==> config.mk <==
export PLATFORM = sky130hd
export DESIGN_NAME = bcd_display_ctrl
export DESIGN_NICKNAME = d
export VERILOG_FILES = /design/src/rtl/bcd_display_pkg.sv /design/src/rtl/bcd_seg_encode.sv /design/src/rtl/bcd_display_ctrl.sv
export SDC_FILE = /design/constraint.sdc
export NUM_CORES = 1
export LEC_CHECK = 0
export CAP_MARGIN = 10
export CORE_AREA = 4 4 127 105
export DETAILED_ROUTE_END_ITERATION = 8
export DIE_AREA = 0 0 131 109
export HOLD_SLACK_MARGIN = 0.05
export PLACE_DENSITY = 0.64
export SLEW_MARGIN = 10
export SYNTH_ARGS = -nofsm -noshare
export SYNTH_HDL_FRONTEND = slang
export SYNTH_HIERARCHICAL = 1
export SYNTH_SLANG_ARGS = --single-unit
==> constraint.sdc <==
create_clock -name clk -period 3.3 [get_ports clk]
set_input_delay 0.33 -clock clk [delete_from_list [all_inputs] [get_ports clk]]
set_output_delay 0.33 -clock clk [all_outputs]
set_load 0.1 [all_outputs]
==> src/rtl/bcd_display_pkg.sv <==
// rtl/bcd_display_pkg.sv - shared states, segment constants and sizes for bcd_display_ctrl
package bcd_display_pkg;

    localparam int NUM_DIGITS = 6;
    localparam int WIDTH_MAX  = 19;
    localparam int BCD_W      = 4 * NUM_DIGITS;

    typedef enum logic [1:0] {
        ST_IDLE = 2'd0,
        ST_CONV = 2'd1,
        ST_DONE = 2'd2
    } state_e;

    // Active-low {g,f,e,d,c,b,a}
    localparam logic [6:0] SEG_BLANK = 7'b1111111;
    localparam logic [6:0] SEG_0     = 7'b1000000;
    localparam logic [6:0] SEG_1     = 7'b1111001;
    localparam logic [6:0] SEG_2     = 7'b0100100;
    localparam logic [6:0] SEG_3     = 7'b0110000;
    localparam logic [6:0] SEG_4     = 7'b0011001;
    localparam logic [6:0] SEG_5     = 7'b0010010;
    localparam logic [6:0] SEG_6     = 7'b0000010;
    localparam logic [6:0] SEG_7     = 7'b1111000;
    localparam logic [6:0] SEG_8     = 7'b0000000;
    localparam logic [6:0] SEG_9     = 7'b0010000;

endpackage

==> src/rtl/bcd_seg_encode.sv <==
// rtl/bcd_seg_encode.sv - BCD nibble plus blank flag to active-low 7-segment pattern
module bcd_seg_encode
    import bcd_display_pkg::*;
(
    input  logic [3:0] nibble,
    input  logic       blank,
    output logic [6:0] seg
);

    always_comb begin
        seg = SEG_BLANK;
        if (!blank) begin
            case (nibble)
                4'd0:    seg = SEG_0;
                4'd1:    seg = SEG_1;
                4'd2:    seg = SEG_2;
                4'd3:    seg = SEG_3;
                4'd4:    seg = SEG_4;
                4'd5:    seg = SEG_5;
                4'd6:    seg = SEG_6;
                4'd7:    seg = SEG_7;
                4'd8:    seg = SEG_8;
                4'd9:    seg = SEG_9;
                default: seg = SEG_BLANK;
            endcase
        end
    end

endmodule

==> src/rtl/bcd_display_ctrl.sv <==
// rtl/bcd_display_ctrl.sv - double-dabble binary-to-BCD sequencer driving six registered HEX displays
// Optional leading-zero blanking: BCD_DISPLAY_LEAD_ZERO_BLANK_EN
module bcd_display_ctrl
    import bcd_display_pkg::*;
#(
    parameter int WIDTH = 8
) (
    input  logic             clk,
    input  logic             reset,
    input  logic             in_valid,
    output logic             in_ready,
    input  logic [WIDTH-1:0] in_data,
    output logic             done,
    output logic [6:0]       ho0,
    output logic [6:0]       ho1,
    output logic [6:0]       ho2,
    output logic [6:0]       ho3,
    output logic [6:0]       ho4,
    output logic [6:0]       ho5
);

    localparam int CNT_W = $clog2(WIDTH + 1);

    generate
        if (WIDTH < 1 || WIDTH > WIDTH_MAX) begin : g_width_check
            $error("bcd_display_ctrl: WIDTH must be in 1..19");
        end
    endgenerate

    state_e                         state_q, state_d;
    logic [WIDTH-1:0]               bin_q, bin_d;
    logic [BCD_W-1:0]               bcd_q, bcd_d;
    logic [CNT_W-1:0]               cnt_q, cnt_d;
    logic                           done_q, done_d;
    logic [NUM_DIGITS-1:0][6:0]     ho_q, ho_d;

    logic [BCD_W-1:0]               bcd_adj;
    logic [BCD_W+WIDTH-1:0]         shifted;
    logic [NUM_DIGITS-1:0]          blank;
    logic [NUM_DIGITS-1:0][6:0]     seg;

    // Add-3 correction happens before each shift, so the final shift leaves clean BCD.
    always_comb begin
        bcd_adj = '0;
        for (int i = 0; i < NUM_DIGITS; i++) begin
            bcd_adj[4*i +: 4] = (bcd_q[4*i +: 4] >= 4'd5) ? bcd_q[4*i +: 4] + 4'd3
                                                           : bcd_q[4*i +: 4];
        end
    end

    assign shifted = {bcd_adj, bin_q} << 1;

`ifdef BCD_DISPLAY_LEAD_ZERO_BLANK_EN
    logic lead_zero;

    // Ones digit is never blanked so a zero value still shows "0".
    always_comb begin
        blank     = '0;
        lead_zero = 1'b1;
        for (int i = NUM_DIGITS - 1; i > 0; i--) begin
            lead_zero = lead_zero && (bcd_q[4*i +: 4] == 4'd0);
            blank[i]  = lead_zero;
        end
    end
`else
    assign blank = '0;
`endif

    for (genvar g = 0; g < NUM_DIGITS; g++) begin : g_enc
        bcd_seg_encode u_enc (
            .nibble (bcd_q[4*g +: 4]),
            .blank  (blank[g]),
            .seg    (seg[g])
        );
    end

    always_comb begin
        state_d  = state_q;
        bin_d    = bin_q;
        bcd_d    = bcd_q;
        cnt_d    = cnt_q;
        ho_d     = ho_q;
        done_d   = 1'b0;
        in_ready = 1'b0;
        case (state_q)
            ST_IDLE: begin
                in_ready = 1'b1;
                if (in_valid) begin
                    bin_d   = in_data;
                    bcd_d   = '0;
                    cnt_d   = CNT_W'(WIDTH);
                    state_d = ST_CONV;
                end
            end
            ST_CONV: begin
                bcd_d = shifted[BCD_W+WIDTH-1:WIDTH];
                bin_d = shifted[WIDTH-1:0];
                cnt_d = cnt_q - CNT_W'(1);
                if (cnt_q == CNT_W'(1)) begin
                    state_d = ST_DONE;
                end
            end
            ST_DONE: begin
                ho_d    = seg;
                done_d  = 1'b1;
                state_d = ST_IDLE;
            end
            default: state_d = ST_IDLE;
        endcase
    end

    always_ff @(posedge clk) begin
        if (reset) begin
            state_q <= ST_IDLE;
            bin_q   <= '0;
            bcd_q   <= '0;
            cnt_q   <= '0;
            done_q  <= 1'b0;
            ho_q    <= {NUM_DIGITS{SEG_BLANK}};
        end else begin
            state_q <= state_d;
            bin_q   <= bin_d;
            bcd_q   <= bcd_d;
            cnt_q   <= cnt_d;
            done_q  <= done_d;
            ho_q    <= ho_d;
        end
    end

    assign done = done_q;
    assign ho0  = ho_q[0];
    assign ho1  = ho_q[1];
    assign ho2  = ho_q[2];
    assign ho3  = ho_q[3];
    assign ho4  = ho_q[4];
    assign ho5  = ho_q[5];

endmodule

# Yosys cells after proc, flatten, opt, wreduce, memory -nomap -nowiden
# Memories as Yosys holds them, arrays and structs flattened. A register that Yosys moved wholly into a read port is not among the register bits.
# Cells that the tools add are included.
dict set report word_totals {
  ff_bits 39
  romBits 672
  in_bits 11
  n_memories 6
}
dict set report op_classes {
  add_sub_neg 7
  order_cmp 6
  n_eq_ne 5
  n_mux 17
  reduce_logical 4
}
# memory words word_bits rd rd_clocked_by_memory_dff write_ports line
set memory_table {}
lappend memory_table {{(no name shown)} 16 7 1 1 0 bcd_seg_encode.sv:13} ;# case (nibble)
lappend memory_table {{(no name shown)} 16 7 1 1 0 bcd_seg_encode.sv:13}
lappend memory_table {{(no name shown)} 16 7 1 1 0 bcd_seg_encode.sv:13}
lappend memory_table {{(no name shown)} 16 7 1 1 0 bcd_seg_encode.sv:13}
lappend memory_table {{(no name shown)} 16 7 1 1 0 bcd_seg_encode.sv:13}
lappend memory_table {{(no name shown)} 16 7 1 1 0 bcd_seg_encode.sv:13}
# op n
set ops {}
lappend ops {{$pmux 24 s2} 1}
lappend ops {{$ge 4x3->1 const B} 6}
lappend ops {{$mux 24} 1}
lappend ops {{$mux 4} 6}
lappend ops {{$add 4x2->4 const B} 5}
lappend ops {{$pmux 8 s2} 1}
lappend ops {{$mux 8} 1}
lappend ops {{$pmux 4 s2} 1}
lappend ops {{$eq 4x1->1 const B} 1}
lappend ops {{$mux 2} 2}
lappend ops {{$ne 2x2->1 const B} 2}
lappend ops {{$pmux 2 s2} 1}
lappend ops {{$reduce_and 2->1} 2}
lappend ops {{$sub 4x1->4 const B} 1}
lappend ops {{$add 3x2->3 const B} 1}
lappend ops {{$mux 3} 1}
lappend ops {{$eq 2x1->1 const B} 1}
lappend ops {{$eq 2x2->1 const B} 1}
lappend ops {{$logic_not 2->1} 1}
lappend ops {{$mux 1} 2}
lappend ops {{$reduce_bool 2->1} 1}

# Logic depth before layout (Yosys ltp)
# Gate-level depths: netlist of run 1.
dict set report logic_depth {
  word_depth 3
  depth_mapped 6
  depth_no_buf 6
}

# Modules after synthesis
# Netlist of run 1, hierarchy kept.
# module n_inst cells_per_inst area_per_inst_um2 seq_area_each_um2
set by_module_without_submodules {}
lappend by_module_without_submodules {bcd_display_ctrl 1 376 3637.2 1621.6}
lappend by_module_without_submodules {{bcd_seg_encode at g_enc[0].u_enc ...} 3 35 252.7 0.0}
lappend by_module_without_submodules {{bcd_seg_encode at g_enc[3].u_enc ...} 3 33 235.2 0.0}

# Worst setup path after synthesis of run 1
# OpenSTA, ideal clock, no wires.
dict set report synth_path {
  kind {register to output}
  from {reg state_q[0]}
  to {out in_ready}
  arrival_time_ns 1.899
  t_required_ns 2.970
  setup_slack_ns 1.071
  stages_incl_launch_ff 4
  path_buffers 2
  path_cell_list {dfxtp_1 -> buf_6 -> clkbuf_1 -> nor2_1}
}
dict set report synth_between {
  elab_chain_len 2
}
# item line
set synth_lines {}
lappend synth_lines {{start: declaration} bcd_display_ctrl.sv:30} ;# state_e state_q, state_d;
lappend synth_lines {{start signal: assignment} bcd_display_ctrl.sv:121} ;# state_q <= state_d;
lappend synth_lines {{$logic_not 2->1} bcd_display_ctrl.sv:85} ;# case (state_q)
lappend synth_lines {{$mux 1} bcd_display_ctrl.sv:85}
lappend synth_lines {{end: declaration} bcd_display_ctrl.sv:11} ;# output logic in_ready,
# Every way passes these cells.

# Worst setup path after layout of run 1
dict set report layout_path {
  from {reg ho_q (netlist bit ho1[6])}
  to {out ho1[6]}
}
# item line
set layout_lines {}
lappend layout_lines {{start: declaration} bcd_display_ctrl.sv:35} ;# logic [NUM_DIGITS-1:0][6:0] ho_q, ho_d;
lappend layout_lines {{end: declaration} bcd_display_ctrl.sv:15} ;# output logic [6:0] ho1,
# No word-level cell between the ends.

==> summary.md, run 1 <==
| Metric | Value |
|---|---|
| Crit Path Class | reg -> out |
| Die Area | approximately 0.014 mm² |
| Clock buffer depth | 2 |
| Top layer in use | met4 |
| Via count | between 4,000 and 5,000 |
| Synth top area share | between 30% and 40% |
| CTS tree | built |
| Post-layout min period | approximately 2.2 ns |
| Synth Flop Type | dfxtp_1 |
| Top post-synthesis cells by count | 81 x dfxtp_1, 53 x a21oi_1, 49 x nor2_1, 49 x nor2b_1, 44 x ha_1 |
| First drt pass iteration count | 4 |
| Avg Vias per Cell | 4.96 |
| Remaining antenna violation count after routing | 0 |
| Largest stage delay, worst path | approximately 1.2 ns |
| Vias in the first global route | between 3,000 and 4,000 |
| Routability congestion estimate | between 0.8 and 0.9 |
| F_max | about 450 MHz |
| Syn avg cell area | about 8.8 µm² |
| Detailed Place HPWL | just under 7000 µm |
| Ports | 55 |
| Power Dens Cells | about 370 mW/mm² |
| Crit path capture type | primary output |
| Hold Path Class | in -> reg |
| #FFs+latches synth | 81 |
| Slowest CP cell | clkdlybuf4s50_1 |
| Top cells by area, synth | dfxtp_1 32%, ha_1 11%, a211o_1 7.2% |
| Detailed route wirelength on metal2 | 4580 µm |
| Relative max-transition margin | about a third |
| Critical Path AT | 1.90 ns |
| CTS root buffer | clkbuf_16 |
| Nets | ~710 |
| Fill cell count | 1,148 |
| WP data required | slightly below 3 ns |
| CP Depth | 1 |
| Setup repair after global routing missed its margin | false |
| LEAKAGE | approximately 2.3 nW |
| CP Launch Point | ho1[6] |
| Number of flops mapped to enable cells by yosys | 0 |
| Synth Cell Area | roughly 0.005 mm² |
| DR WL/cell | between 10 and 15 µm |
| Tightest Pin Transition | ~0.99 ns |
| HP Start | reset |
| P&R area growth vs syn | 17.8% |
| CTS sink cnt | between 80 and 90 |
| Gr ovfl total | 0 |
| Slew Limit Fails | 0 |
| CP top delay family | buffers and inverters |
| # hold bufs at CTS | 0 |
| Largest net degree at the start of global routing | 50 |
| Std cell rows | 36 |
| Routed WL | 10,300 µm |
| Final setup fails | 0 |
| Post-Syn Instances | between 500 and 600 |
| Synth area leader | dfxtp_1 |
| Multi-input gate area | 0.00321 mm² |
| Sum of buffers and inverters on the critical path | 1 |
| Die width | about 130 µm |
| Ys async rst share | 0% |
| # diodes | 0 |
| Crit share post-route | 67.6% |
| Reg area | between 0.0015 and 0.002 mm² |
| Clock Pin Slew Worst Setup and Hold Paths | roughly 0.060 ns |
| Worst R2R Setup Slack | between 1 and 1.5 ns |
| Share of cells above drive strength 1 | ~8.4% |
| Worst setup path endpoint | ho1[6] |
| Fin Clk Skew | 0.00811 ns |
| Met3 WL post-DR | 451 µm |
| CTS resizes | 0 |
| Crit Path Max Fanout | 2 |
| Reg2reg end | ho1[4] |
| DRT iter0 DRCs | about 210 |
| Seq/Total Area, Yosys | 31.8% |
| CTS buffer count | 9 |
| Total global-route track usage | 15.6% |
| Final Hold Vio Count | 0 |
| Startpoint class of the critical path | flop |
| Setup TNS | 0 ns |
| IO Port Bufs | 54 |
| Maximum VDD drop | about 0.22 mV |
| Worst path cell trace | clkdlybuf4s50_1 |
| Hold Worst Slack | a little under 0.4 ns |
| Most frequent cell after synthesis | dfxtp_1 |
| Met1 Routed Length | a little over 5000 µm |
| Max-Cap Viols | 0 |
| Reg2Reg Depth | 4 |
| Initial antenna violation count | 0 |
| H-tree levels | 3 |
| First-pass GRT wire length | approximately 18,000 µm |
| DRC violations left | 0 |
| Worst reg2reg startpoint | state_q[1] |
| Hold depth | 2 |
| YS warnings | 6 |
| Die Y | between 100 and 150 µm |
| Outcome | finished clean |
| Starting Density | approximately 42% |
| Setup bufs post-CTS | 0 |
| Core Area | 0.0120 mm² |
| Worst-Skew Late Latency | 0.34 ns |
| Cell variety after synth | 40 |
-- area by class of cell --
cell class                      instances  share of cell area [%]
Tap cell                              152                    3.17
Inverter                               36                    2.25
Timing Repair Buffer                   58                    9.33
Clock buffer                           13                    4.50
Sequential cell                        81                    27.0
Multi-Input combinational cell        466                    53.4
Clock inverter                          3                   0.396
-- kinds of logic (layout without fill, tap and decap cells) --
logic type               Yosys count  in the layout  share of synthesized area, %
other                              1             39                        0.0735
adder cells (fa/ha/maj)           44             44                          10.8
XOR/XNOR                          14             14                          2.40
flip-flops                        81             81                          31.8
AO/OA/AOI/OAI                    186            186                          25.0
multiplexers                      10             10                          1.99
buffers and inverters             71            110                          8.14
AND/OR/NAND/NOR                  173            173                          19.8
-- report_power, final --
group,internal (mW),switching (mW)
clock network,0.573,0.391
logic,0.0802,0.156
registers,1.00,0.0224
total,1.65,0.570
-- metal layers --
metal	GRT usage, %	up-vias
met5	0	-
met3	5.48	7
met2	25.4	69
met4	4.19	0
met1	19.6	1822
li1	-	2115
-- placed cells by master (no fill, tap or decap), types with 6 or more instances in the layout --
| master | count |
|---|---|
| dfxtp_1 | 81 |
| a21oi_1 | 53 |
| clkdlybuf4s50_1 | 51 |
| nor2_1 | 49 |
| nor2b_1 | 49 |
| ha_1 | 44 |
| a211o_1 | 42 |
| conb_1 | 39 |
| inv_1 | 36 |
| o21ai_0 | 30 |
| nand2b_1 | 23 |
| a22o_1 | 17 |
| nand2_1 | 12 |
| o21ai_1 | 12 |
| nor3_1 | 11 |
| mux2i_1 | 9 |
| clkbuf_16 | 9 |
| o21bai_1 | 9 |
| xor2_1 | 8 |
| nand3_1 | 6 |
| xnor2_1 | 6 |
| nor3b_2 | 6 |
| a21oi_2 | 6 |
| buf_4 | 6 |
-- through the flow --
stage | cell area [µm²] | util, % | power, mW | cells | worst slack (ns)
floorplan | 5240 | - | 1.23 | 618 | 1.07
global placement | 5710 | 47.5 | 1.28 | 793 | 1.11
detailed placement | 5710 | 47.5 | 1.28 | 793 | 1.11
CTS | 6010 | 50.0 | 2.27 | 809 | 1.04
global route | 6010 | 50.0 | 2.34 | 809 | 1.02
finish | 6010 | 50.0 | 2.22 | 809 | 1.07
-- flip-flops by register name, summed over array words and instances (netlist names), 2 cells and up --
signal	cells
bcd_q	24
bin_q	8
cnt_q	4
ho0	7
ho1	7
ho2	7
ho3	7
ho4	7
ho5	7
state_q	2
-- worst min-delay path by stage --
stage                     to
floorplan           bin_q[6]
global placement    bin_q[2]
detailed placement  bin_q[4]
CTS                 cnt_q[0]
global route        cnt_q[0]
finish              cnt_q[0]
Note: power is estimated with default switching activity, not from simulation.
==> run 2, diff against run 1 <==
- clock period: 3.3 -> 2.1 ns (I/O delays scaled with it)
==> run 2 against run 1 <==
  * Setup slack worse by 0.69 ns
  * Total power is 53% higher
  * First-iteration DRC count is 0.94% lower
  * Via count grew 2.5%
  * Combinational power increased by 65%
  * Routed wire length grew 6.3%
  * Largest power group unchanged
  * Clock power is 46% higher
  * Final cell count up 0.99%
  * Largest cell class unchanged
  * Register-to-register slack got worse by 0.97 ns
  * Utilization is 0.66 points lower
==> summary.md, run 2 (synthesis gave the netlist of run 1 again) <==
| Metric | Value |
|---|---|
| CTS tree | built |
| Sum of buffers and inverters on the critical path | 1 (unchanged) |
| Slew Limit Fails | 0 (unchanged) |
| # diodes | 0 (unchanged) |
| Routed WL | 10,900 µm (+6.3%) |
| Nets | 715 (+1.1%) |
| Placed inst area | 0.00567 mm² (-0.74%) |
| Pre-CTS setup slack | 0.361 ns (-0.753 ns) |
| Power Dens Cells | 573 mW/mm² (+55%) |
| CTS root buffer | clkbuf_16 |
| First drt pass iteration count | 4 (unchanged) |
| Most frequent cells in the layout | 81 x dfxtp_1, 56 x buf_4, 53 x a21oi_1, 49 x nor2b_1, 48 x nor2_1 |
| Net Sw Power | 0.898 mW (+58%) |
| Tightest Pin Transition | 0.732 ns (-0.259 ns) |
| Die Area | 0.0143 mm² (unchanged) |
| Max reg flops | 24 (unchanged) |
| Die Y | 109 µm (unchanged) |
| Via count | 4,114 (+2.5%) |
| Ports | 55 (unchanged) |
| Max-Cap Viols | 0 (unchanged) |
| Total internal power | 2.50 mW (+51%) |
| P&R area growth vs syn | 16.2% |
| # hold bufs at CTS | 0 (unchanged) |
| Largest regs | bcd_q x24, bin_q x8 |
| Detailed Place HPWL | 7620 µm (+9.8%) |
| Worst-Skew Late Latency | 0.34 ns (about the same) |
| H-tree levels | 3 (unchanged) |
| Avg Vias per Cell | 5.04 (+1.5%) |
| Largest stage delay, worst path | 0.51 ns (-0.65 ns) |
| Commonest non-fill, non-tap cell in the layout | dfxtp_1 |
| Setup slack after layout | 0.376 ns (-0.694 ns) |
| Starting Density | 42.4% (unchanged) |
| Fin Clk Skew | 0.00474 ns (-0.00337 ns) |
| DR WL/cell | 13.3 µm (+5.3%) |
| Maximum VDD drop | 0.405 mV (+86%) |
| Crit Path Max Fanout | 9 (+7) |
| Switching share of power | 26.4% (+0.80 points) |
| Routability congestion estimate | 0.815 (-1.4%) |
| Core Area | 0.0120 mm² (unchanged) |
| Relative max-transition margin | 51.2% (+17 points) |
| Total power | 3.40 mW (+53%) |
| Clock Pin Slew Worst Setup and Hold Paths | 0.06 ns (about the same) |
| Crit path capture type | flop |
| IO Port Bufs | 54 (unchanged) |
| Remaining antenna violation count after routing | 0 (unchanged) |
| Final setup fails | 0 (unchanged) |
| CTS resizes | 0 (unchanged) |
| Post-layout min period | around 1.7 ns |
| LEAKAGE | 2.28 nW (+0.85%) |
| Setup bufs post-CTS | 0 (unchanged) |
| CP top delay family | flip-flops |
| Crit Path Class | reg -> reg |
| CTS sink cnt | 81 (unchanged) |
| Vias in the first global route | 3,956 (+0.97%) |
| First-pass GRT wire length | 18,300 µm (+2.2%) |
| WP data required | 2.39 ns (-0.58 ns) |
| Gate power share | 11.4% (+0.8 points) |
| DRT iter0 DRCs | 210 (-0.94%) |
| Crit share post-route | 82.1% |
| Hold Path Class | in -> reg |
| Final Hold Vio Count | 0 (unchanged) |
| Critical Path AT | 2.01 ns (+0.11 ns) |
| Share of cells above drive strength 1 | 15.5% (+7.1 points) |
| Total global-route track usage | 16.0% (+0.38 points) |
| Gr ovfl total | 0 (unchanged) |
| Share of total power in the clock network | 41.4% (-1.9 points) |
| Outcome | finished clean |
| Setup TNS | 0 ns (unchanged) |
| Sequential fraction of design power | 47.2% (+1.2 points) |
| Setup repair after global routing missed its margin | false |
| Die width | 131 µm (unchanged) |
| DRC violations left | 0 (unchanged) |
| Initial antenna violation count | 0 (unchanged) |
| Clock buffer depth | 2 (unchanged) |
| Largest net degree at the start of global routing | 51 (+2.0%) |
| Slowest CP cell | dfxtp_1 |
| Worst path cell trace | inv_1 > ha_1 > nand2b_1 > a21oi_1 > mux2i_1 > a22o_1 |
| F_max | a little under 600 MHz |
| Fin area | 0.00593 mm² (-1.3%) |
| Std cell rows | 36 (unchanged) |
| CTS buffer count | 9 (unchanged) |
| Biggest register | bcd_q |
| Startpoint class of the critical path | flop |
-- run 2: cell types whose count changed in the layout (fill, tap and decap cells not counted), sizes merged --
cell	delta
clkinvlp	-1
clkinv	+1
buf	+50
clkdlybuf4s50	-42
-- run 2: power by group through the flow --
stage | sequential (mW) | clock, mW | combinational (mW)
4_1_cts | 1.60 | 1.45 | 0.390
6_report | 1.60 | 1.41 | 0.389
2_1_floorplan | 1.70 | 0 | 0.229
3_3_place_gp | 1.64 | 0 | 0.381
5_1_grt | 1.61 | 1.51 | 0.430
3_5_place_dp | 1.64 | 0 | 0.389
-- run 2: layout make-up --
class	count	area (µm²)
clock buffer	13	240
clock inverter	3	17.5
fill	1156	6100
inverter	36	135
multi-input combinational	466	3210
sequential	81	1620
tap	152	190
timing repair buffer	66	515
-- run 2: worst register-to-register path, cell delays in order (launching register included) --
cell	delay, ns
dfxtp_1	0.51
inv_1	0.14
ha_1	0.20
nand2b_1	0.13
a21oi_1	0.32
mux2i_1	0.24
a22o_1	0.13
-- run 2: metal layers --
| layer | global-route usage [%] | wire (µm) |
|---|---|---|
| met1 | 20.9 | 5450 |
| met2 | 25.4 | 4840 |
| met4 | 5.58 | 160 |
| met5 | 0 | 0 |
| met3 | 4.26 | 451 |
-- run 2: worst paths after layout --
check,slack (ns),from,to,depth (start not counted)
setup / recovery,0.38,bcd_q[1],bcd_q[2],6
hold / removal,0.31,reset,bin_q[0],2
setup reg to reg,0.38,bcd_q[1],bcd_q[2],6
hold reg to reg,0.50,bin_q[6],bin_q[6],2
-- run 2: stage by stage --
stage / cells / utilization, % / hold slack, ns
detailed placement: 801 / 47.2 / 0.488
CTS: 817 / 49.3 / 0.304
finish: 817 / 49.3 / 0.305
global route: 817 / 49.3 / 0.354
global placement: 801 / 47.2 / 0.497
floorplan: 618 / - / 0.469
==> run 3, diff against run 2 <==
- PLACE_DENSITY: 0.64 -> 0.66
- clock period: 2.1 -> 1.5 ns (I/O delays scaled with it)
==> run 3 against run 2 <==
  * Setup slack worse by 0.33 ns
  * Combinational power up 62%
  * Clock power increased by 50%
  * Clock skew increased by 0.0044 ns
  * Highest routed layer unchanged
==> summary.md, run 3 (synthesis gave the netlist of run 1 again) <==
| Metric | Value |
|---|---|
| Outcome | finished clean |
| Crit share post-route | 96.9% |
| DR WL/cell | 13.0 µm (-2.2%) |
| Via count | 4,252 (+3.4%) |
| Worst-Skew Late Latency | 0.34 ns (about the same) |
| Clock buffer depth | 2 (unchanged) |
| Slew Limit Fails | 0 (unchanged) |
| Die Y | 109 µm (unchanged) |
| Setup TNS | 0 ns (unchanged) |
| Total internal power | 3.73 mW (+49%) |
| CTS buffer count | 9 (unchanged) |
| Die width | 131 µm (unchanged) |
| Core Area | 0.0120 mm² (unchanged) |
| IO Port Bufs | 54 (unchanged) |
| Share of total power in the clock network | 42.3% (+0.9 points) |
| Initial antenna violation count | 0 (unchanged) |
| Switching share of power | 25.3% (-1.1 points) |
| Crit Path Max Fanout | 9 (unchanged) |
| Sum of buffers and inverters on the critical path | 3 (+2) |
| CTS root buffer | clkbuf_16 |
| # hold bufs at CTS | 0 (unchanged) |
| Total global-route track usage | 15.7% (-0.27 points) |
| Final setup fails | 0 (unchanged) |
| First-pass GRT wire length | 18,100 µm (-1.2%) |
| Worst path cell trace | buf_4 > buf_4 > nor2_4 > buf_12 |
| Biggest register | bcd_q |
| Crit path capture type | primary output |
| Most frequent cells in the layout | 64 x dfxtp_1, 49 x nor2b_1, 48 x nor2_1, 47 x a21oi_1, 47 x buf_12 |
| Fin Clk Skew | 0.00914 ns (+0.00440 ns) |
| Largest net degree at the start of global routing | 65 (+27%) |
| Nets | 747 (+4.5%) |
| Crit Path Class | reg -> out |
| CTS tree | built |
| DRT iter0 DRCs | 213 (+1.4%) |
| Critical Path AT | 1.30 ns (-0.71 ns) |
| Layout Utilization | 57.1% (+7.8 points) |
| LEAKAGE | 2.78 nW (+22%) |
| First drt pass iteration count | 4 (unchanged) |
| Power Dens Cells | 726 mW/mm² (+27%) |
| Gate power share | 12.7% (+1.3 points) |
| Most common cell on crit path | buf_4 |
| Sequential fraction of design power | 45.0% (-2.2 points) |
| Startpoint class of the critical path | flop |
| Largest regs | bcd_q x24, bin_q x8 |
| Hold Worst Slack | 0.295 ns (-0.00971 ns) |
| Routed WL | 11,100 µm (+1.5%) |
| Hold Path Class | in -> reg |
| Net Sw Power | 1.26 mW (+40%) |
| Clock Pin Slew Worst Setup and Hold Paths | 0.06 ns (about the same) |
| Die Area | 0.0143 mm² (unchanged) |
| Gr ovfl total | 0 (unchanged) |
| Final Hold Vio Count | 0 (unchanged) |
| Reg2Reg Depth | 6 (unchanged) |
| Std cell rows | 36 (unchanged) |
| Share of cells above drive strength 1 | 23.0% (+7.5 points) |
| Hold depth | 3 (+1) |
| Slowest CP cell | dfxtp_2 |
| Maximum VDD drop | 0.489 mV (+21%) |
| Total power | 4.99 mW (+47%) |
| CP Depth | 4 (-2) |
| Post-layout min period | 1.45 ns |
| Max reg flops | 24 (unchanged) |
| Avg Vias per Cell | 5.01 (-0.42%) |
| Setup repair after global routing missed its margin | true |
| P&R area growth vs syn | 34.7% |
| H-tree levels | 3 (unchanged) |
| # diodes | 0 (unchanged) |
| CP top delay family | buffers and inverters |
| Routability congestion estimate | 0.839 (+3.0%) |
| CTS sink cnt | 81 (unchanged) |
| Starting Density | 42.4% (unchanged) |
| Commonest non-fill, non-tap cell in the layout | dfxtp_1 |
| Vias in the first global route | 4,069 (+2.9%) |
| Remaining antenna violation count after routing | 0 (unchanged) |
| Detailed Place HPWL | 7630 µm (about the same) |
| Largest stage delay, worst path | 0.34 ns (-0.17 ns) |
| Ports | 55 (unchanged) |
| DRC violations left | 0 (unchanged) |
| Fill cell count | 1,026 (-11%) |
| F_max | between 600 and 700 MHz |
| Max-Cap Viols | 0 (unchanged) |
| WP data required | 1.35 ns (-1.04 ns) |
-- run 3: cell types whose count changed in the layout (fill, tap and decap cells not counted), sizes merged --
cell | before | now
clkinvlp | 1 | 0
clkbuf | 13 | 12
clkinv | 2 | 3
buf | 57 | 88
bufinv | 0 | 1
-- run 3: path summary, 6_finish.rpt --
kind	start	end	slack, ns
min reg2reg	bin_q[3]	bin_q[4]	0.50
max reg2reg	bcd_q[8]	ho2[6]	0.08
max	state_q[0]	in_ready	0.05
min	reset	bin_q[0]	0.30
-- run 3: metal layers --
metal | global-route usage, % | share of wire, % | up-vias
li1 | - | - | 2194
met1 | 19.7 | 47 | 1963
met2 | 26.3 | 47 | 81
met3 | 3.82 | 4.5 | 14
met4 | 5.29 | 1.5 | 0
met5 | 0 | 0 | -
-- run 3: per-stage QoR --
stage | setup WS [ns] | cell area (µm²) | cells
after floorplan | 0.00738 | 5250 | 618
final | 0.0466 | 6870 | 848
after detailed placement | -0.207 | 6490 | 831
after CTS | 0.00533 | 6800 | 846
after global placement | -0.170 | 6490 | 831
after global routing | -0.0489 | 6870 | 848
-- run 3: layout make-up --
| type | count | area [µm²] | share of cell area, % |
|---|---|---|---|
| multi-input combinational | 466 | 3260 | 47.4 |
| sequential | 81 | 1650 | 24.0 |
| timing repair buffer | 98 | 1360 | 19.8 |
| clock buffer | 11 | 233 | 3.39 |
| tap | 152 | 190 | 2.77 |
| inverter | 36 | 135 | 1.97 |
| clock inverter | 4 | 45.0 | 0.656 |
-- run 3: worst reg2reg max path, stage by stage (launching register included) --
cell and delay (ns):
dfxtp_2 0.34, buf_4 0.16, ha_1 0.18, nand2b_1 0.16, o21ai_0 0.13, a21oi_2 0.09, a211o_1 0.25
-- run 3: repair_timing --
item	4_1_cts	5_1_grt
cloned	0	1
buffers inserted	0	1
pin swaps	1	4
gates resized for setup	9	20
setup endpoints to repair	22	52
-- run 3: power by group through the flow --
stage / registers [mW] / clock network [mW] / logic [mW]
detailed placement: 2.29 / 0 / 0.624
CTS: 2.25 / 2.17 / 0.629
global route: 2.25 / 2.26 / 0.686
finish: 2.25 / 2.11 / 0.632
global placement: 2.29 / 0 / 0.611
floorplan: 2.39 / 0 / 0.323
